$ cat config.mk
export PLATFORM = sky130hd
export DESIGN_NAME = hamming74_rx_assembler
export DESIGN_NICKNAME = d
export VERILOG_FILES = /design/src/rtl/hamming74_pkg.sv /design/src/rtl/hamming74_sync_fifo.sv /design/src/rtl/hamming74_rx_assembler.sv
export SDC_FILE = /design/constraint.sdc
export NUM_CORES = 1
export LEC_CHECK = 0
export ABC_AREA = 1
export BUFFER_PORTS_ARGS = -buffer_cell sky130_fd_sc_hd__buf_2
export CORE_UTILIZATION = 39
export DETAILED_ROUTE_END_ITERATION = 12
export HOLD_SLACK_MARGIN = 0.12
export PLACE_DENSITY = 0.67
export SYNTH_ARGS = -nofsm -noshare
export SYNTH_HDL_FRONTEND = slang
export SYNTH_SLANG_ARGS = --single-unit
export TNS_END_PERCENT = 50
$ cat constraint.sdc
create_clock -name clk -period 3.2 [get_ports clk]
set_clock_uncertainty 0.15 [all_clocks]
set_input_delay 0.16 -clock clk [delete_from_list [all_inputs] [get_ports clk]]
set_output_delay 0.16 -clock clk [all_outputs]
set_load 0.005 [all_outputs]
$ cat src/rtl/hamming74_pkg.sv
// Hamming(7,4) constants and SEC helpers.
// The encoder and decoder sides share these.
package hamming74_pkg;

    localparam int unsigned CW_W   = 7;
    localparam int unsigned DATA_W = 4;

    // Syndrome bit k covers the codeword positions whose 1-based index has bit k set.
    function automatic logic [2:0] ham74_syndrome(input logic [CW_W-1:0] cw);
        logic s0, s1, s2;
        s0 = cw[0] ^ cw[2] ^ cw[4] ^ cw[6];
        s1 = cw[1] ^ cw[2] ^ cw[5] ^ cw[6];
        s2 = cw[3] ^ cw[4] ^ cw[5] ^ cw[6];
        return {s2, s1, s0};
    endfunction

    function automatic logic [CW_W-1:0] ham74_correct(input logic [CW_W-1:0] cw,
                                                      input logic [2:0]      syn);
        logic [CW_W-1:0] fixed;
        fixed = cw;
        if (syn != 3'd0) begin
            fixed[syn - 3'd1] = ~fixed[syn - 3'd1];
        end
        return fixed;
    endfunction

    function automatic logic [DATA_W-1:0] ham74_data(input logic [CW_W-1:0] cw);
        return {cw[6], cw[5], cw[4], cw[2]};
    endfunction

endpackage

$ cat src/rtl/hamming74_sync_fifo.sv
// Show-ahead synchronous FIFO.
// The full and empty flags are registered.
module hamming74_sync_fifo #(
    parameter int unsigned WIDTH = 9,
    parameter int unsigned DEPTH = 4
) (
    input  logic             clk,
    input  logic             rst,
    input  logic             wr_en,
    input  logic [WIDTH-1:0] wr_data,
    input  logic             rd_en,
    output logic [WIDTH-1:0] rd_data,
    output logic             full,
    output logic             empty
);

    localparam int unsigned AW = (DEPTH > 1) ? $clog2(DEPTH) : 1;
    localparam logic [AW:0]   DEPTH_C = DEPTH[AW:0];
    localparam logic [AW:0]   CNT_ONE = 1;
    localparam logic [AW-1:0] PTR_ONE = 1;

    logic [WIDTH-1:0] mem [DEPTH];
    logic [AW-1:0]    wr_ptr;
    logic [AW-1:0]    rd_ptr;
    logic [AW:0]      count;
    logic [AW:0]      count_next;
    logic             do_wr;
    logic             do_rd;

    assign do_wr   = wr_en && !full;
    assign do_rd   = rd_en && !empty;
    assign rd_data = mem[rd_ptr];

    always_comb begin
        count_next = count;
        case ({do_wr, do_rd})
            2'b10:   count_next = count + CNT_ONE;
            2'b01:   count_next = count - CNT_ONE;
            default: count_next = count;
        endcase
    end

    always_ff @(posedge clk or posedge rst) begin
        if (rst) begin
            wr_ptr <= '0;
            rd_ptr <= '0;
            count  <= '0;
            full   <= 1'b0;
            empty  <= 1'b1;
        end else begin
            if (do_wr) begin
                wr_ptr <= wr_ptr + PTR_ONE;
            end
            if (do_rd) begin
                rd_ptr <= rd_ptr + PTR_ONE;
            end
            count <= count_next;
            full  <= (count_next == DEPTH_C);
            empty <= (count_next == '0);
        end
    end

    // Storage is cleared on reset so the show-ahead output reads zero while empty after reset.
    always_ff @(posedge clk or posedge rst) begin
        if (rst) begin
            for (int unsigned i = 0; i < DEPTH; i++) begin
                mem[i] <= '0;
            end
        end else if (do_wr) begin
            mem[wr_ptr] <= wr_data;
        end
    end

endmodule

$ cat src/rtl/hamming74_rx_assembler.sv
// Hamming(7,4) receive front end: serial-to-codeword, SEC correction, nibble pairing,
// byte FIFO and saturating link-quality counters.
module hamming74_rx_assembler #(
    parameter int unsigned CNT_W      = 16,
    parameter int unsigned FIFO_DEPTH = 4
) (
    input  logic             clk,
    input  logic             rst,
    input  logic             bit_in,
    input  logic             bit_valid,
    output logic             bit_ready,
    input  logic             frame_sync,
    input  logic             clear_counts,
    output logic [7:0]       byte_out,
    output logic             byte_err,
    output logic             byte_valid,
    input  logic             byte_ready,
    output logic [CNT_W-1:0] cw_count,
    output logic [CNT_W-1:0] corr_count
);

    import hamming74_pkg::*;

    localparam logic [CNT_W-1:0] CNT_ONE = 1;

    logic [2:0]        bit_cnt;
    logic [CW_W-2:0]   sr;
    logic              nib_phase;
    logic [DATA_W-1:0] lo_nib;
    logic              lo_err;

    logic              accept;
    logic              complete;
    logic              push;
    logic              pop;
    logic [CW_W-1:0]   cw;
    logic [2:0]        syn;
    logic [DATA_W-1:0] nib;
    logic              cw_err;
    logic              fifo_full;
    logic              fifo_empty;
    logic [8:0]        fifo_rd;

    assign accept     = bit_valid && bit_ready;
    // A bit arriving together with frame_sync is dropped, so it can never complete a codeword.
    assign complete   = accept && !frame_sync && (bit_cnt == 3'd6);
    assign push       = complete && nib_phase;
    assign pop        = byte_valid && byte_ready;
    assign bit_ready  = !fifo_full;
    assign byte_valid = !fifo_empty;
    assign byte_err   = fifo_rd[8];
    assign byte_out   = fifo_rd[7:0];

    always_comb begin
        cw     = {bit_in, sr};
        syn    = ham74_syndrome(cw);
        nib    = ham74_data(ham74_correct(cw, syn));
        cw_err = (syn != 3'd0);
    end

    always_ff @(posedge clk or posedge rst) begin
        if (rst) begin
            bit_cnt   <= '0;
            sr        <= '0;
            nib_phase <= 1'b0;
            lo_nib    <= '0;
            lo_err    <= 1'b0;
        end else if (frame_sync) begin
            bit_cnt   <= '0;
            nib_phase <= 1'b0;
        end else if (accept) begin
            if (bit_cnt == 3'd6) begin
                bit_cnt   <= '0;
                nib_phase <= !nib_phase;
                if (!nib_phase) begin
                    lo_nib <= nib;
                    lo_err <= cw_err;
                end
            end else begin
                sr[bit_cnt] <= bit_in;
                bit_cnt     <= bit_cnt + 3'd1;
            end
        end
    end

    always_ff @(posedge clk or posedge rst) begin
        if (rst) begin
            cw_count   <= '0;
            corr_count <= '0;
        end else if (clear_counts) begin
            cw_count   <= '0;
            corr_count <= '0;
        end else if (complete) begin
            if (cw_count != '1) begin
                cw_count <= cw_count + CNT_ONE;
            end
            if (cw_err && (corr_count != '1)) begin
                corr_count <= corr_count + CNT_ONE;
            end
        end
    end

    hamming74_sync_fifo #(
        .WIDTH (9),
        .DEPTH (FIFO_DEPTH)
    ) u_fifo (
        .clk     (clk),
        .rst     (rst),
        .wr_en   (push),
        .wr_data ({lo_err | cw_err, nib, lo_nib}),
        .rd_en   (pop),
        .rd_data (fifo_rd),
        .full    (fifo_full),
        .empty   (fifo_empty)
    );

endmodule

Word level (Yosys, flattened, before mapping) --
Cells that the tools add are included. W data, S select, Z words.
Cells by class: order comparisons 7, div/mod/pow operators 0, shifts and indexed selects 0, multipliers 0, eq/ne operators 6, reduce and logical (&&, ||, !) cells 27, add/sub/neg operators 8, bitwise logic cells 16, mux-type cells 28
Operators with widths (number):
- $mux W16 | 6
- $bwmux W36 | 1
- $add A16 B1 Y16 const B | 2
- $ne A16 B16 Y1 const B | 2
- $mux W9 | 3
- $bmux W9 S2 | 1
- $demux W9 S2 | 1
- $logic_and A1 B1 Y1 | 11
- $reduce_bool A2 Y1 | 5
- $mux W3 | 3
- $xor A1 B1 Y1 | 9
- $lt A3 B4 Y1 const B | 2
- $bwmux W7 | 1
- $mux W7 | 1
- $add A3 B1 Y3 const B | 2
- $bwmux W6 | 1
- $demux W1 S3 | 2
- $eq A3 B3 Y1 const B | 2
- $ge A3 B1 Y1 const B | 2
- $ge A3 B3 Y1 const B | 2
- $mux W1 | 6
- $not A2 Y3 | 2
- $pmux W3 S2 | 1
- $reduce_and A2 Y1 | 3
- other kinds (13) | 21
Storage, ports and cells: output and inout bits 43, RAM bits 0, latch bits 0, bits in registers 92, bits in read-only memories 0, memories 0

Longest topological paths before layout --
depth in word-level cells 11, mapped depth 15, gate-level depth less buffers 15

Modules after synthesis --
From an unflattened synthesis, not the netlist that was laid out.
Second synthesis, totals: cell total of the unflattened synthesis 613, area, all modules 4964.8 um^2
Modules (own cells, without submodules):
- hamming74_rx_assembler | seq. area each 1176.1 um^2, cells each 387, area each 2882.8 um^2, times used 1
- hamming74_sync_fifo | seq. area each 1127.3 um^2, cells each 226, area each 2082.0 um^2, times used 1

Worst setup path after synthesis --
No wires, ideal clock.
kind register to register, start point register u_fifo.full, end point register u_fifo.full, setup slack 617 ps, required time 2979 ps, arrival time 2362 ps, setup time 71 ps, cell stages (with the launch flop) 14, cells stage by stage dfrtp_1 inv_2 nand2_2 nor2_4 inv_2 nor2_4 inv_2 nor2_8 inv_1 ha_1 fa_1 mux2_2 or2_2 nor2_1
On the way: word-level cells in the longest chain between the ends 9, elaborated cells between the ends (all ways) 10, those cells by class 3 x eq/ne; 1 x mux; 6 x reduce/logical
Ends and longest elaborated chain:
- from (decl) | line hamming74_sync_fifo.sv:13 | output logic full,
- from (signal assigned) | line hamming74_sync_fifo.sv:58 | full <= (count_next == DEPTH_C);
- $logic_not A1 Y1 * | line hamming74_rx_assembler.sv:49 | assign bit_ready = !fifo_full;
- named net bit_ready | line hamming74_rx_assembler.sv:11 | output logic bit_ready,
- $logic_and A1 B1 Y1 | line hamming74_rx_assembler.sv:44 | assign accept = bit_valid && bit_ready;
- $logic_and A1 B1 Y1 (2 in a row) | line hamming74_rx_assembler.sv:46 | assign complete = accept && !frame_sync && (bit_cnt == 3'd6);
- $logic_and A1 B1 Y1 | line hamming74_rx_assembler.sv:47 | assign push = complete && nib_phase;
- $logic_and A1 B1 Y1 * | line hamming74_sync_fifo.sv:30 | assign do_wr = wr_en && !full;
- $eq A2 B1 Y1 or $eq A2 B2 Y1 (tied branches) | line hamming74_sync_fifo.sv:36 | case ({do_wr, do_rd})
- $pmux W3 S2 * | line hamming74_sync_fifo.sv:36
- named net u_fifo.count_next[1] | line hamming74_sync_fifo.sv:26 | logic [AW:0] count_next;
- $eq A3 B3 Y1 * | line hamming74_sync_fifo.sv:58
The timed path passes the listed nets; every way through them passes the cells marked *. A chain may end at the register's enable or synchronous reset.

Worst setup path after layout --
start point input bit_valid, end point register u_fifo.full
On the way: word-level cells in the longest chain between the ends 8, elaborated cells between the ends (all ways) 9, those cells by class 3 x eq/ne; 1 x mux; 5 x reduce/logical
Ends and longest elaborated chain:
- from (decl) | line hamming74_rx_assembler.sv:10 | input logic bit_valid,
- $logic_and A1 B1 Y1 * | line hamming74_rx_assembler.sv:44
- $logic_and A1 B1 Y1 * (2 in a row) | line hamming74_rx_assembler.sv:46
- $logic_and A1 B1 Y1 * | line hamming74_rx_assembler.sv:47
- $logic_and A1 B1 Y1 * | line hamming74_sync_fifo.sv:30
- $eq A2 B1 Y1 or $eq A2 B2 Y1 (tied branches) | line hamming74_sync_fifo.sv:36
- $pmux W3 S2 * | line hamming74_sync_fifo.sv:36
- named net u_fifo.count_next[1] | line hamming74_sync_fifo.sv:26
- $eq A3 B3 Y1 * | line hamming74_sync_fifo.sv:58
Marks and branches as above.

==> results_dict.tcl <==
set metrics [dict create \
    io_pins 50 \
    slew_violations 0 \
    max-slew-margin-rel 0.570 \
    drive_gt1_frac 0.156 \
    grt_pass1_vias 4132 \
    path_class "input pin to flop" \
    post_cts_buffers 0 \
    postSynth.asyncResetShare 1.00 \
    cts_buffers 9 \
    worst_skew_pair.late_latency_ns 0.36 \
    dpl.hpwl_um 8250 \
    clock.fmax_mhz 361 \
    die-height_um 117 \
    rows 41 \
    io_buffers 49 \
    synth.most_common_cell "nand2_1" \
    powerDensity_nw_per_um2 713 \
    gp_congestion 0.841 \
    nNetsFinal 710 \
    fin_crit_sh 0.866 \
    ys_seq_area_frac 0.449 \
    crit_path_end_kind "flop" \
    synth-seq-cells 92 \
    yosys.area.top_type_share 0.444 \
    finalSetupViolations 0 \
    required_ns 3.33 \
    grt_max_degree 38 \
    synth_common_cells "nand2_1, dfrtp_1, nand3_1, nor2_1, inv_1" \
    tightest_slew_ns 0.644 \
    cts_buffer_depth 2 \
    vias_per_cell 5.07 \
    arrival_ns 2.90 \
    grt_pass1_wl_um 20100 \
    first_pass_iters 4 \
    p_leak_nw 2.92 \
    rsz0062_at_grt "false" \
    syn_nets 656 \
    synth_cell_types 37 \
    die_w_um 117 \
    period_minus_slack_ns 2.77 \
    clkTransAtPathRegs_ns 0.07 \
    yosysTopAreaCell "dfrtp_1" \
    cts_tree "yes" \
    fill_cells 1289 \
    drc 0 \
    start_kind "input pin" \
    antenna_found_initial 0 \
    wl_per_cell_um 13.7 \
    peakVddDrop_mv 0.459 \
    postRouteAntennaNets 0 \
    report.power.total_mw 4.19 \
    wl_um 11900 \
    cts-root-buf "clkbuf_16" \
    synth_top_cells_by_area "dfrtp_1, nand2_1, nand3_1, nor2_1, xor2_1" \
    status "completed" \
    fin_setup_tns_ns 0 \
    drtIter0Drc 247 \
    synth_edf_count 0 \
    h-tree-depth 3 \
    gr-total-overflow 0 \
    antenna_cells 0 \
    cap_viol_max_count 0 \
    dieArea_um2 13600 \
    synth_flop_cell "dfrtp_1" \
    post-route-util 0.462 \
    vias 4410 \
    synth_area_per_cell_um2 8.04 \
    cts_sinks 92 \
    hold_class "input pin to flop" \
    start_util 0.403 \
    area_growth_pct 14.6 \
    synth_area_um2 5130 \
    grt_usage 0.190 \
    synth_cells 638 \
    crit_fanout 8 \
    core_um2 12700 \
    hold_viol 0 \
    ys_warn_count 0 \
]
## logic make-up (layout without fill, tap and decap cells)
logic type               count (synthesis)  after routing  share of synthesized area
AO/OA/AOI/OAI                           88             88                     0.0976
XOR/XNOR                                32             32                     0.0546
adder cells (fa/ha/maj)                 11             11                     0.0283
buffers and inverters                   68            127                     0.0603
flip-flops                              92             92                      0.449
multiplexers                             1              1                    0.00220
AND/OR/NAND/NOR                        346            346                      0.308
## worst max-delay path: stages
cell	delay (ns)
dlygate4sd3_1	0.51
buf_2	0.11
nand2_2	0.08
nor2_4	0.14
inv_2	0.06
nor2_4	0.12
inv_2	0.09
nor2_8	0.20
inv_1	0.10
ha_1	0.22
fa_1	0.42
mux2_2	0.28
or2_2	0.29
nor2_1	0.12
## layer usage
metal / share of wire / global-route usage
met1: 0.46 / 0.243
met5: 0 / 0
met4: 0.016 / 0.0692
met3: 0.050 / 0.0467
met2: 0.48 / 0.313
## placed cells by master, fill, tap and decap left out, types with 7 or more instances in the layout
cell	synthesis	routed
dfrtp_1	91	91
nor2_1	63	63
nand4_1	7	7
xnor2_1	8	8
o21ai_0	32	32
clkbuf_16	0	9
o31ai_1	8	8
ha_1	10	10
inv_1	40	39
nand2_1	178	178
nor3_1	8	8
xor2_1	24	24
a21oi_1	12	12
dlygate4sd3_1	0	7
buf_2	1	49
o22ai_1	9	9
nand3_1	63	63
o21ai_1	17	17
## power by group
| part | internal [mW] | total (mW) | switching [mW] |
|---|---|---|---|
| Clock | 0.615 | 1.11 | 0.490 |
| Combinational | 0.578 | 1.71 | 1.13 |
| Sequential | 1.26 | 1.38 | 0.118 |
## repair_timing
item / in CTS / in global routing
hold endpoints to repair: 46 / 0
hold buffers: 7 / 0
setup endpoints to repair: 0 / 0
resized for setup: 0 / 0
## sequential cells by signal, indices dropped and copies added (netlist names)
name,flops
bit_cnt,3
u_fifo.count,3
sr,6
corr_count,16
u_fifo.wr_ptr,2
u_fifo.full,1
u_fifo.rd_ptr,2
cw_count,16
u_fifo.mem,36
lo_nib,4
lo_err,1
u_fifo.empty,1
nib_phase,1
## metrics by stage
stage | setup slack (ns) | hold slack, ns | instances | cell area, um^2
6_report | 0.429 | 0.173 | 869 | 5880
5_1_grt | 0.244 | 0.203 | 869 | 5880
4_1_cts | 0.391 | 0.164 | 869 | 5880
3_5_place_dp | 0.401 | 0.108 | 846 | 5500
3_3_place_gp | 0.473 | 0.105 | 846 | 5500
2_1_floorplan | 0.500 | 0.210 | 638 | 5130
## worst paths after layout
| check | start | end | slack (ns) | cells after the start |
|---|---|---|---|---|
| max | bit_valid | u_fifo.full | 0.43 | 14 |
| min | clear_counts | corr_count[3] | 0.17 | 4 |
| min reg2reg | lo_err | lo_err | 0.33 | 2 |
| min in group asynchronous | rst | cw_count[10] | 0.27 | 3 |
| max in group asynchronous | rst | u_fifo.empty | 1.77 | 4 |
| max reg2reg | u_fifo.full | u_fifo.full | 0.43 | 13 |
## area by class of cell
class | count | area, um^2 | area share
clock buffer | 9 | 225 | 0.0383
clock inverter | 7 | 80.1 | 0.0136
sequential | 92 | 2300 | 0.392
multi-input combinational | 478 | 2520 | 0.428
inverter | 51 | 193 | 0.0328
tap | 172 | 215 | 0.0366
timing repair buffer | 60 | 345 | 0.0587
Note: power is estimated with default switching activity, not from simulation.
